## config.mk

```make
export PLATFORM = sky130hd
export DESIGN_NAME = lvds_rx_phase_cal
export DESIGN_NICKNAME = d
export VERILOG_FILES = /design/src/rtl/lvds_rx_pkg.sv /design/src/rtl/lvds_sync2.sv /design/src/rtl/lvds_rx_phase_cal.sv
export SDC_FILE = /design/constraint.sdc
export NUM_CORES = 1
export LEC_CHECK = 0
export ABC_AREA = 0
export CAP_MARGIN = 30
export CORE_MARGIN = 2
export CORE_UTILIZATION = 35
export DETAILED_ROUTE_END_ITERATION = 8
export SLEW_MARGIN = 10
export SYNTH_ARGS = -nofsm -noshare
export SYNTH_HDL_FRONTEND = slang
export SYNTH_SLANG_ARGS = --single-unit
```

## constraint.sdc

```tcl
create_clock -name clk -period 13.2 [get_ports clk]
set_clock_uncertainty 0.1 [all_clocks]
set_input_delay 3.96 -clock clk [delete_from_list [all_inputs] [get_ports clk]]
set_output_delay 3.96 -clock clk [all_outputs]
set_load 0.1 [all_outputs]
```

## src/rtl/lvds_rx_pkg.sv

```systemverilog
// lvds_rx_pkg: shared types and constants for the LVDS receive phase calibrator.
//   cal_state_t  - calibration FSM state encoding
//   DUTYDA_VAL / FDLY_VAL - fixed rPLL duty-cycle and fine-delay settings
//   RETRY_LIMIT  - lock attempts before giving up
//   run_center() - centre phase of a circular pass run
package lvds_rx_pkg;

    typedef enum logic [2:0] {
        ST_IDLE,
        ST_PLL_RST,
        ST_WAIT_LOCK,
        ST_SETTLE,
        ST_SAMPLE,
        ST_EVAL,
        ST_READY,
        ST_FAIL
    } cal_state_t;

    localparam logic [3:0] DUTYDA_VAL  = 4'b1000;
    localparam logic [3:0] FDLY_VAL    = 4'b0000;
    localparam int         RETRY_LIMIT = 3;

    // (start + (len-1)/2) mod 16; the 4-bit sum provides the wrap.
    function automatic logic [3:0] run_center(input logic [3:0] start, input logic [4:0] len);
        return start + 4'((len - 5'd1) >> 1);
    endfunction

endpackage

```

## src/rtl/lvds_sync2.sv

```systemverilog
// lvds_sync2: two-flop synchronizer for a single asynchronous level.
//   clk, rst_n - destination clock and async active-low reset
//   d          - asynchronous input
//   q          - synchronized output (reset value 0)
module lvds_sync2 (
    input  logic clk,
    input  logic rst_n,
    input  logic d,
    output logic q
);

    logic meta;

    always_ff @(posedge clk or negedge rst_n) begin
        if (!rst_n) begin
            meta <= 1'b0;
            q    <= 1'b0;
        end else begin
            meta <= d;
            q    <= meta;
        end
    end

endmodule

```

## src/rtl/lvds_rx_phase_cal.sv

```systemverilog
// lvds_rx_phase_cal: resets the rPLL, waits for lock, sweeps all 16 dynamic
// phases checking the deserializer training word, then parks psda at the
// centre of the longest circular run of passing phases.
//   clk, rst_n   - clock, async active-low reset
//   start        - level request to (re)calibrate from IDLE or FAIL
//   pll_lock     - rPLL lock (asynchronous)
//   pattern_ok   - training-word match, valid every cycle
//   pll_reset    - active-high rPLL reset
//   psda         - rPLL phase select; dutyda/fdly are constants
//   rx_ready     - calibrated and locked
//   cal_fail     - calibration or lock failed
//   pass_mask    - per-phase pass result of the last sweep
//   lock_lost    - one-cycle pulse on lock loss in READY
module lvds_rx_phase_cal
    import lvds_rx_pkg::*;
#(
    parameter int RST_CYCLES    = 16,
    parameter int LOCK_TIMEOUT  = 65535,
    parameter int SETTLE_CYCLES = 64,
    parameter int SAMPLE_CYCLES = 256
) (
    input  logic        clk,
    input  logic        rst_n,
    input  logic        start,
    input  logic        pll_lock,
    input  logic        pattern_ok,
    output logic        pll_reset,
    output logic [3:0]  psda,
    output logic [3:0]  dutyda,
    output logic [3:0]  fdly,
    output logic        rx_ready,
    output logic        cal_fail,
    output logic [15:0] pass_mask,
    output logic        lock_lost
);

    // The counter also indexes the 32-step EVAL scan, so it must reach 31.
    localparam int MAX_A   = (RST_CYCLES > LOCK_TIMEOUT) ? RST_CYCLES : LOCK_TIMEOUT;
    localparam int MAX_B   = (SETTLE_CYCLES > SAMPLE_CYCLES) ? SETTLE_CYCLES : SAMPLE_CYCLES;
    localparam int MAX_C   = (MAX_A > MAX_B) ? MAX_A : MAX_B;
    localparam int CNT_MAX = (MAX_C > 32) ? MAX_C : 32;
    localparam int CNT_W   = $clog2(CNT_MAX + 1);

    cal_state_t        state, state_n;
    logic [CNT_W-1:0]  cnt;
    logic [1:0]        retry;
    logic              lock;
    logic              sample_ok;
    logic [4:0]        run_len, run_len_n, best_len, best_len_n;
    logic [3:0]        run_start, run_start_n, best_start, best_start_n;

    lvds_sync2 u_lock_sync (
        .clk   (clk),
        .rst_n (rst_n),
        .d     (pll_lock),
        .q     (lock)
    );

    logic rst_done, lock_to, settle_done, sample_done, eval_last, retry_last, eval_bit;
    assign rst_done    = (cnt == CNT_W'(RST_CYCLES - 1));
    assign lock_to     = (cnt == CNT_W'(LOCK_TIMEOUT - 1));
    assign settle_done = (cnt == CNT_W'(SETTLE_CYCLES - 1));
    assign sample_done = (cnt == CNT_W'(SAMPLE_CYCLES - 1));
    assign eval_last   = (cnt == CNT_W'(31));
    assign retry_last  = (retry == 2'(RETRY_LIMIT - 1));
    assign eval_bit    = pass_mask[cnt[3:0]];

    // Run tracker for the EVAL scan; only strictly longer runs replace the
    // best, so equal-length runs keep the earliest start.
    always_comb begin
        run_len_n    = 5'd0;
        run_start_n  = run_start;
        best_len_n   = best_len;
        best_start_n = best_start;
        if (eval_bit) begin
            run_start_n = (run_len == 5'd0) ? cnt[3:0] : run_start;
            run_len_n   = (run_len == 5'd16) ? 5'd16 : run_len + 5'd1;
            if (run_len_n > best_len) begin
                best_len_n   = run_len_n;
                best_start_n = run_start_n;
            end
        end
    end

    always_comb begin
        state_n = state;
        case (state)
            ST_IDLE:      if (start) state_n = ST_PLL_RST;
            ST_PLL_RST:   if (rst_done) state_n = ST_WAIT_LOCK;
            ST_WAIT_LOCK: begin
                if (lock)         state_n = ST_SETTLE;
                else if (lock_to) state_n = retry_last ? ST_FAIL : ST_PLL_RST;
            end
            ST_SETTLE: begin
                if (!lock)            state_n = ST_PLL_RST;
                else if (settle_done) state_n = ST_SAMPLE;
            end
            ST_SAMPLE: begin
                if (!lock)            state_n = ST_PLL_RST;
                else if (sample_done) state_n = (psda == 4'd15) ? ST_EVAL : ST_SETTLE;
            end
            ST_EVAL:      if (eval_last) state_n = (best_len_n == 5'd0) ? ST_FAIL : ST_READY;
            ST_READY:     if (!lock) state_n = ST_PLL_RST;
            ST_FAIL:      if (start) state_n = ST_PLL_RST;
            default:      state_n = ST_IDLE;
        endcase
    end

    always_ff @(posedge clk or negedge rst_n) begin
        if (!rst_n) state <= ST_IDLE;
        else        state <= state_n;
    end

    logic counting;
    assign counting = (state == ST_PLL_RST) || (state == ST_WAIT_LOCK) || (state == ST_SETTLE)
                   || (state == ST_SAMPLE) || (state == ST_EVAL);

    always_ff @(posedge clk or negedge rst_n) begin
        if (!rst_n) begin
            pll_reset  <= 1'b1;
            cnt        <= '0;
            retry      <= '0;
            psda       <= '0;
            pass_mask  <= '0;
            sample_ok  <= 1'b0;
            run_len    <= '0;
            run_start  <= '0;
            best_len   <= '0;
            best_start <= '0;
        end else begin
            // Registered from next state so the pulse aligns exactly with PLL_RST.
            pll_reset <= (state_n == ST_PLL_RST);
            cnt       <= (counting && state_n == state) ? cnt + CNT_W'(1) : '0;
            case (state)
                ST_WAIT_LOCK: begin
                    if (lock) begin
                        psda      <= '0;
                        pass_mask <= '0;
                        retry     <= '0;
                    end else if (lock_to) begin
                        retry <= retry_last ? 2'd0 : retry + 2'd1;
                    end
                end
                ST_SETTLE: begin
                    sample_ok  <= 1'b1;
                    run_len    <= '0;
                    run_start  <= '0;
                    best_len   <= '0;
                    best_start <= '0;
                end
                ST_SAMPLE: begin
                    if (lock) begin
                        sample_ok <= sample_ok & pattern_ok;
                        if (sample_done) begin
                            pass_mask[psda] <= sample_ok & pattern_ok;
                            if (psda != 4'd15) psda <= psda + 4'd1;
                        end
                    end
                end
                ST_EVAL: begin
                    run_len    <= run_len_n;
                    run_start  <= run_start_n;
                    best_len   <= best_len_n;
                    best_start <= best_start_n;
                    if (eval_last && best_len_n != 5'd0)
                        psda <= run_center(best_start_n, best_len_n);
                end
                default: ;
            endcase
        end
    end

    assign dutyda    = DUTYDA_VAL;
    assign fdly      = FDLY_VAL;
    assign rx_ready  = (state == ST_READY) && lock;
    assign lock_lost = (state == ST_READY) && !lock;
    assign cal_fail  = (state == ST_FAIL);

endmodule

```

==> results.toml, run 1 <==
[power_and_ir_drop]
power_density_nw_per_um2 = 294
peakVddDrop_mv = 0.143
leakage_nw = 1.95

[synth]
ys_seq_elements = 63
async_flop_share = 1.00
yosysSeqAreaShare = 0.394
syn_inst = 453
synth_area_um2 = 4010
synth.avg_cell_area_um2 = 8.84
yosysWarnings = 0
ys_types = 63
synthFlopType = "dfrtp_1"
synth-edff-count = 0

[sta]
finalHoldViolCount = 0
clock.fmax_ghz = 0.152
rsz0062_at_grt = "no"
max_slew_margin = 0.333
fin_tns_setup_ps = 0
finalSetupViolCount = 0
fin_hold_ws_ps = 255
finalCritPeriodShare = 0.498
fin_crit_ps = 6570
finalWorstSetupSlack_ps = 6630
worst_pin_slew_ps = 998
slew_viol_final = 0

[detailed_routing]
ant_nets = 0
wl_per_cell_um = 16.0
viasPerCell = 5.41
drc = 0
vias = 3357
drt_iter0_markers = 261
drt_pre_antenna_iters = 4
wl_mm = 9.94

[clock_network]
cts_buffers = 9
postCtsSetupRepairBufs = 0
ctsResizeCount = 0
tritoncts = "done"
cts_buffer_depth = 2
cts_sinks = 63
clk_latency_ps = 330
cts_max_level = 3
path_clk_slew_ps = 60
root_buffer = "clkbuf_16"
hold_buffers = 0

[critical_path]
start_kind = "flip-flop"
worstPathArrival_ps = 2510
path_max_fanout = 19
worst-setup-path-type = "reg -> out"
required_ps = 9140
critical_path.endpoint_type = "primary output"

[floorplan]
core_area_um2 = 11300
die_h_um = 111
die_area_um2 = 12300
row_count = 39
start_util = 0.355
pin_count = 37
fp.dieW_um = 111

[worst_hold_path]
hold_class = "reg -> reg"

[grt]
use_met1 = 0.246
grt_usage = 0.168
antenna_found_initial = 0
grt_pass1_vias = 3373
busiest_layer = "met2"
grt_max_degree = 64
grt.overflow.total = 0
grt_use_met2 = 0.253
grt_pass1_wl_mm = 16.9
grt_use_met3 = 0.0252

[finish]
fill_cells = 1129
num_antenna_cells = 0
area_delta_synth_final_pct = 16.7
fin_cells = 621
drive_above_1_share = 0.0816
nets = 497

[placed_design]
place_ws_ps = 6960
portBuffers = 28
dp.cells = 604
dp_hpwl_mm = 6.95
place_congestion = 0.897

[outcome]
outcome = "complete, no violations"

[flow_run]
cap_viol_max_count = 0
## synth_stat cells, types with 3 or more instances
cell type / count / area (um2)
xor2_1: 9 / 78.8
nand2b_1: 8 / 50.1
a22o_1: 11 / 96.3
mux2_2: 3 / 33.8
nor3_1: 7 / 35.0
clkbuf_1: 13 / 48.8
nand4_1: 4 / 25.0
a21oi_1: 31 / 155
buf_4: 8 / 60.1
dfrtp_1: 62 / 1550
and3_1: 7 / 43.8
ha_1: 18 / 225
inv_1: 24 / 90.1
a32o_1: 3 / 30.0
mux2i_1: 10 / 100
nand3_1: 16 / 80.1
a31oi_1: 3 / 18.8
and2_1: 3 / 18.8
nor2_1: 45 / 169
nor2b_1: 11 / 68.8
buf_2: 5 / 25.0
xnor2_1: 11 / 96.3
o21ai_0: 48 / 240
o21ai_1: 3 / 15.0
a21o_1: 3 / 22.5
nand2_1: 41 / 154
## cell type report
cell class              count  area (um2)  share of cell area
inverters                  24        90.1              0.0193
clock inverters             7        97.6              0.0209
repair buffers             32         305              0.0653
clock buffers               9         225              0.0482
flip-flops and latches     63        1580               0.337
well taps                 143         179              0.0383
multi-input cells         343        2200               0.471
## cells by family after synthesis
kind of cell | after synthesis | share of synthesized area
simple gates | 155 | 0.185
compound gates | 124 | 0.198
flops | 63 | 0.394
buf+inv | 53 | 0.0625
xor+xnor | 21 | 0.0493
fa+ha+maj | 19 | 0.0612
mux | 16 | 0.0481
other cells | 2 | 0.00187
## power breakdown
| part | leakage [nW] | internal, mW | switching (mW) |
|---|---|---|---|
| Clock | 0.152 | 0.165 | 0.0899 |
| Sequential | 0.775 | 0.243 | 0.0649 |
| Combinational | 1.03 | 0.307 | 0.507 |
| Total | 1.95 | 0.715 | 0.661 |
## per-stage QoR
stage	util	area (um2)	power (mW)
3_3_place_gp	0.386	4350	1.10
6_report	0.415	4680	1.38
3_5_place_dp	0.386	4350	1.11
5_1_grt	0.415	4680	1.48
2_1_floorplan	-	4030	0.944
4_1_cts	0.414	4670	1.38
## sequential cells by signal, indices dropped and copies added, names as in the netlist, 3 cells and up
name,count
best_len,5
best_start,4
cnt,16
pass_mask,16
psda,4
run_len,5
run_start,4
state,3
## worst max-delay path, cell delays in order, from the launching register on
cell             delay (ps)
dfrtp_1                 560
nor2b_1                 280
nand2_1                  80
nor2_1                  120
clkdlybuf4s50_1        1140
## worst paths after layout
kind,startpoint,to,slack (ps),cells after the start
setup reg to reg,run_len[0]$_DFFE_PN0P_,psda[3]$_DFFE_PN0P_,8160,18
setup / recovery,state[0]$_DFF_PN0_,lock_lost,6630,4
hold / removal,u_lock_sync.meta$_DFF_PN0_,u_lock_sync.q$_DFF_PN0_,250,0
min in group asynchronous,rst_n,pass_mask[5]$_DFFE_PN0P_,3710,2
hold reg to reg,u_lock_sync.meta$_DFF_PN0_,u_lock_sync.q$_DFF_PN0_,250,0
max in group asynchronous,rst_n,best_len[1]$_DFFE_PN0P_,8760,2
## routing by layer
metal | routed length (um) | share of wire
met1 | 4880 | 0.49
met2 | 4570 | 0.46
met3 | 400 | 0.040
met4 | 89 | 0.0090
met5 | 0 | 0
## cell usage in the layout, fill, tap and decap left out, types with 8 or more instances in the layout
cell type | netlist | layout
xnor2_1 | 11 | 11
mux2i_1 | 10 | 10
ha_1 | 18 | 18
inv_1 | 24 | 24
dfrtp_1 | 62 | 62
a22o_1 | 11 | 11
clkdlybuf4s50_1 | 0 | 27
nor2b_1 | 11 | 11
nand2b_1 | 8 | 8
a21oi_1 | 31 | 31
conb_1 | 2 | 8
clkbuf_16 | 0 | 9
o21ai_0 | 48 | 48
xor2_1 | 9 | 9
nand3_1 | 16 | 16
nand2_1 | 41 | 41
nor2_1 | 45 | 45
No activity file was read; power rests on OpenSTA's default activity.
==> inputs of run 2 (changes only) <==
Clock period 13.2 ns to 5.6 ns, I/O delays scaled along.
==> run 2 against run 1 <==
  * Wire length is 3.3% lower
  * Cell count is the same
  * Die area unchanged
  * Design area is 0.70% lower
  * Flip-flop and latch count unchanged
  * Worst hold slack got worse by 8.5 ps
  * Sequential power up 140%
  * Non-clock buffer count unchanged
  * Register-to-register slack worse by 7200 ps
  * Sequential share of layout area grew 0.24 points
  * Worst setup slack worse by 5700 ps
  * Critical endpoint is now psda[3]$_DFFE_PN0P_
==> results.toml, run 2 (same netlist as run 1, synthesis figures left out) <==
[outcome]
outcome = "complete, no violations"

[floorplan]
row_count = 39
die_area_um2 = 12300
die_h_um = 111
pin_count = 37
start_util = 0.355
core_area_um2 = 11300
fp.dieW_um = 111

[clock_network]
postCtsSetupRepairBufs = 0
cts_sinks = 63
cts_max_level = 3
tritoncts = "done"
ctsResizeCount = 0
cts_buffers = 9
root_buffer = "clkbuf_16"
clk_latency_ps = 320
path_clk_slew_ps = 50
cts_buffer_depth = 2
hold_buffers = 0

[worst_hold_path]
min_to = "u_lock_sync.q$_DFF_PN0_"
min_from = "u_lock_sync.meta$_DFF_PN0_"
holdPathStages = 0
hold_class = "reg -> reg"

[power_and_ir_drop]
power_density_nw_per_um2 = 675
pwr-share-comb = 0.603
peakVddDrop_mv = 0.465
intPower_mw = 1.61
seq_power_share = 0.232
power_switching_mw = 1.52
switching_share = 0.485
leakage_nw = 1.94
clockPowerShare = 0.165

[critical_path]
path_max_fanout = 20
required_ps = 5740
rrSetupSlack_ps = 980
r2r_start = "run_len[0]$_DFFE_PN0P_"
rr_endpoint = "psda[3]$_DFFE_PN0P_"
worst-setup-path-type = "reg -> reg"
setup.worst_path.start = "run_len[0]$_DFFE_PN0P_"
start_kind = "flip-flop"
ff2ff_path_depth = 18
worstPathArrival_ps = 4760
critical_path.endpoint_type = "flip-flop"

[sta]
clock.fmax_ghz = 0.216
finalSetupViolCount = 0
slew_viol_final = 0
finalWorstSetupSlack_ps = 975
fin_crit_ps = 4620
fin_tns_setup_ps = 0
finalCritPeriodShare = 0.826
max_slew_margin = 0.342
finalHoldViolCount = 0
rsz0062_at_grt = "no"
worst_pin_slew_ps = 984

[detailed_routing]
ant_nets = 0
drt_pre_antenna_iters = 4
viasPerCell = 5.32
drt_iter0_markers = 246
vias = 3305
wl_mm = 9.61
wl_per_cell_um = 15.5
drc = 0

[finish]
layout_common_cells = "dfrtp_1, o21ai_0, nor2_1"
final_common_cell = "dfrtp_1"
fill_cells = 1103
multi_input_area_um2 = 2200
seq_area_um2 = 1580
area_delta_synth_final_pct = 15.9
design_area_um2 = 4640
largestRegisters = "cnt x16, pass_mask x16"
nets = 497
drive_above_1_share = 0.0774
num_antenna_cells = 0

[placed_design]
postPlaceCellArea_um2 = 4350
place_ws_ps = 1010
place_congestion = 0.854
dp_hpwl_mm = 6.95
portBuffers = 28

[grt]
grt_pass1_vias = 3299
grt_pass1_wl_mm = 16.3
grt_max_degree = 43
grt_usage = 0.161
antenna_found_initial = 0
grt.overflow.total = 0

[flow_run]
cap_viol_max_count = 0
-- run 2: changes by cell type in the layout (fill, tap and decap cells not counted) --
cell / delta
buf_12: +1
bufinv_16: -2
clkbuf_1: +2
clkbuf_4: -1
clkbuf_8: +2
clkinv_2: +1
clkinv_4: -2
clkinvlp_4: -1
-- run 2: worst max-delay path by stage --
stage	end	slack, ps
4_1_cts	psda[3]$_DFFE_PN0P_	970
3_5_place_dp	psda[3]$_DFFE_PN0P_	1010
6_report	psda[3]$_DFFE_PN0P_	980
3_3_place_gp	psda[3]$_DFFE_PN0P_	1230
2_1_floorplan	psda[3]$_DFFE_PN0P_	1410
5_1_grt	psda[3]$_DFFE_PN0P_	600
-- run 2: through the flow --
stage                     hold slack [ps]   util  cells  power, mW
after floorplan                       231      -    459       2.22
after global placement                240  0.386    604       2.59
after CTS                             249  0.410    620       3.14
after detailed placement              237  0.386    604       2.60
final                                 246  0.412    621       3.14
after global routing                  252  0.412    621       3.39
-- run 2: layout make-up --
| type | count | share of cell area |
|---|---|---|
| Multi-Input combinational cell | 343 | 0.474 |
| Tap cell | 143 | 0.0385 |
| Clock inverter | 3 | 0.00377 |
| Sequential cell | 63 | 0.340 |
| Timing Repair Buffer | 32 | 0.0684 |
| Inverter | 24 | 0.0194 |
| Clock buffer | 13 | 0.0560 |
-- run 2: power groups by stage --
stage	sequential, mW	clock (mW)	combinational, mW
final	0.727	0.519	1.89
after global routing	0.747	0.550	2.09
after CTS	0.725	0.528	1.89
after detailed placement	0.732	0	1.87
after global placement	0.731	0	1.85
after floorplan	1.00	0	1.22
-- run 2: per-layer routing --
metal,vias up,global-route usage,wire (um)
li1,1611,-,-
met4,0,0.0400,90
met1,1586,0.233,4720
met2,97,0.251,4260
met5,-,0,0
met3,11,0.0301,544
-- run 2: critical path: stages (launching register included) --
cell	delay (ps)
dfrtp_1	420
ha_1	220
nand3_1	110
xnor2_1	350
ha_1	330
and3_1	210
and3_1	180
a31o_2	200
a21oi_1	110
buf_4	240
mux2i_1	350
ha_1	260
xnor2_1	170
ha_1	270
a21o_1	170
a21oi_1	170
xnor2_1	160
xnor3_1	330
o221ai_1	170
==> inputs of run 3 (changes only) <==
Clock period 5.6 ns to 4.2 ns, I/O delays scaled along.
==> run 3 against run 2 <==
  * Critical path depth grew 1
  * Register-to-register slack lost 770 ps
  * Clock-buffer cell count shrank 1
  * Die area is the same
  * Sequential share of layout area shrank 0.97 points
  * Highest routed layer unchanged
==> results.toml, run 3 (same netlist as run 1, synthesis figures left out) <==
[placed_design]
portBuffers = 28
postPlaceCellArea_um2 = 4390
dp_hpwl_mm = 7.19
place_congestion = 0.878

[detailed_routing]
ant_nets = 0
drt_pre_antenna_iters = 4
vias = 3408
wl_per_cell_um = 16.0
drt_iter0_markers = 165
wl_mm = 10.1
drc = 0
viasPerCell = 5.38

[worst_hold_path]
hold_class = "reg -> reg"

[clock_network]
cts_sinks = 63
cts_max_level = 3
cts_buffers = 9
hold_buffers = 0
root_buffer = "clkbuf_16"
clk_latency_ps = 330
tritoncts = "done"
cts_buffer_depth = 2
path_clk_slew_ps = 50

[sta]
slew_viol_final = 0
max_slew_margin = 0.340
worst_pin_slew_ps = 987
rsz0062_at_grt = "yes"
fin_crit_ps = 3990
clock.fmax_ghz = 0.251
finalCritPeriodShare = 0.950
finalHoldViolCount = 0
fin_hold_ws_ps = 252
finalSetupViolCount = 0

[grt]
grt.overflow.total = 0
grt_usage = 0.169
grt_pass1_wl_mm = 16.9
grt_max_degree = 48
antenna_found_initial = 0
grt_pass1_vias = 3358

[critical_path]
worstPathCellList = "inv_1, ha_1, nand2b_1, o211ai_1, o21ai_1, ha_1, and3_4, and3_1, a31o_2, a21oi_4, mux2i_2, ha_2, xnor2_2, ha_1, a21o_1, a21oi_2, xnor2_1, xnor3_1, o221ai_1"
required_ps = 4340
path_max_fanout = 4
cpMostUsedCell = "ha_1"
critical_path.endpoint_type = "flip-flop"
crit_buf_inv = 1
path_delay_family = "compound AO/OA/AOI/OAI gates"
start_kind = "flip-flop"
worstPathArrival_ps = 4130
worst-setup-path-type = "reg -> reg"
crit_slowest_cell = "dfrtp_1"
slowest_delay_ps = 410

[finish]
area_delta_synth_final_pct = 19.3
design_area_um2 = 4780
num_antenna_cells = 0
fill_cells = 1102
layout_common_cells = "dfrtp_1, o21ai_0, nor2_1"
largestRegisters = "cnt x16, pass_mask x16"
drive_above_1_share = 0.139
final_common_cell = "dfrtp_1"
fin_util = 0.424
nets = 510

[floorplan]
die_area_um2 = 12300
core_area_um2 = 11300
row_count = 39
pin_count = 37
die_h_um = 111
fp.dieW_um = 111
start_util = 0.355

[outcome]
outcome = "complete, no violations"

[power_and_ir_drop]
power_density_nw_per_um2 = 950
peakVddDrop_mv = 0.535
leakage_nw = 2.04

[flow_run]
cap_viol_max_count = 0
==> run 3: layout make-up <==
cell class / count / area (um2) / area share
flip-flops and latches: 63 / 1580 / 0.330
clock buffers: 12 / 256 / 0.0537
repair buffers: 45 / 387 / 0.0809
inverters: 24 / 90.1 / 0.0188
well taps: 143 / 179 / 0.0374
multi-input cells: 343 / 2250 / 0.470
clock inverters: 3 / 42.5 / 0.00890
==> run 3: path summary, 6_finish.rpt <==
path	from	to	slack, ps	cells past startpoint
setup / recovery	run_len[1]$_DFFE_PN0P_	psda[3]$_DFFE_PN0P_	210	19
hold / removal	u_lock_sync.meta$_DFF_PN0_	u_lock_sync.q$_DFF_PN0_	250	0
setup reg to reg	run_len[1]$_DFFE_PN0P_	psda[3]$_DFFE_PN0P_	210	19
hold reg to reg	u_lock_sync.meta$_DFF_PN0_	u_lock_sync.q$_DFF_PN0_	250	0
max in group asynchronous	rst_n	run_start[2]$_DFFE_PN0P_	2300	2
min in group asynchronous	rst_n	cnt[14]$_DFF_PN0_	750	1
==> run 3: per-layer routing <==
| layer | GRT usage | routed length (um) | vias to the layer above |
|---|---|---|---|
| met5 | 0 | 0 | - |
| met4 | 0.0550 | 144 | 0 |
| met3 | 0.0394 | 418 | 14 |
| met2 | 0.253 | 4590 | 90 |
| met1 | 0.240 | 4980 | 1670 |
| li1 | - | - | 1634 |
==> run 3: report_power, final <==
part / internal [mW] / switching, mW
Combinational: 1.15 / 1.69
Sequential: 0.763 / 0.190
Clock: 0.487 / 0.262
Total: 2.40 / 2.14
==> run 3: worst register-to-register path, delay by kind of cell (launching register included) <==
kind | cells | cell delay, ps
AOI/OAI and AO/OA | 7 | 1190
xor gates and xnor gates | 3 | 520
buffers and inverters | 1 | 70
and+or+nand+nor | 3 | 400
adders and majority gates | 4 | 950
DFF | 1 | 410
muxes | 1 | 280
==> run 3: what timing repair did <==
item / CTS / global route
resized for setup: 1 / 13
pin swaps: 0 / 8
setup buffers: 0 / 5
gates cloned: 0 / 0
endpoints found under the setup margin: 1 / 19
==> run 3: through the flow <==
stage               worst slack (ps)  power [mW]  instances  setup TNS, ps
global placement                 120        3.53        613              0
global route                   -67.8        4.88        633           -361
CTS                             67.0        4.36        628              0
finish                           210        4.54        633              0
detailed placement             -38.1        3.57        613          -38.1
floorplan                       7.70        2.97        459              0
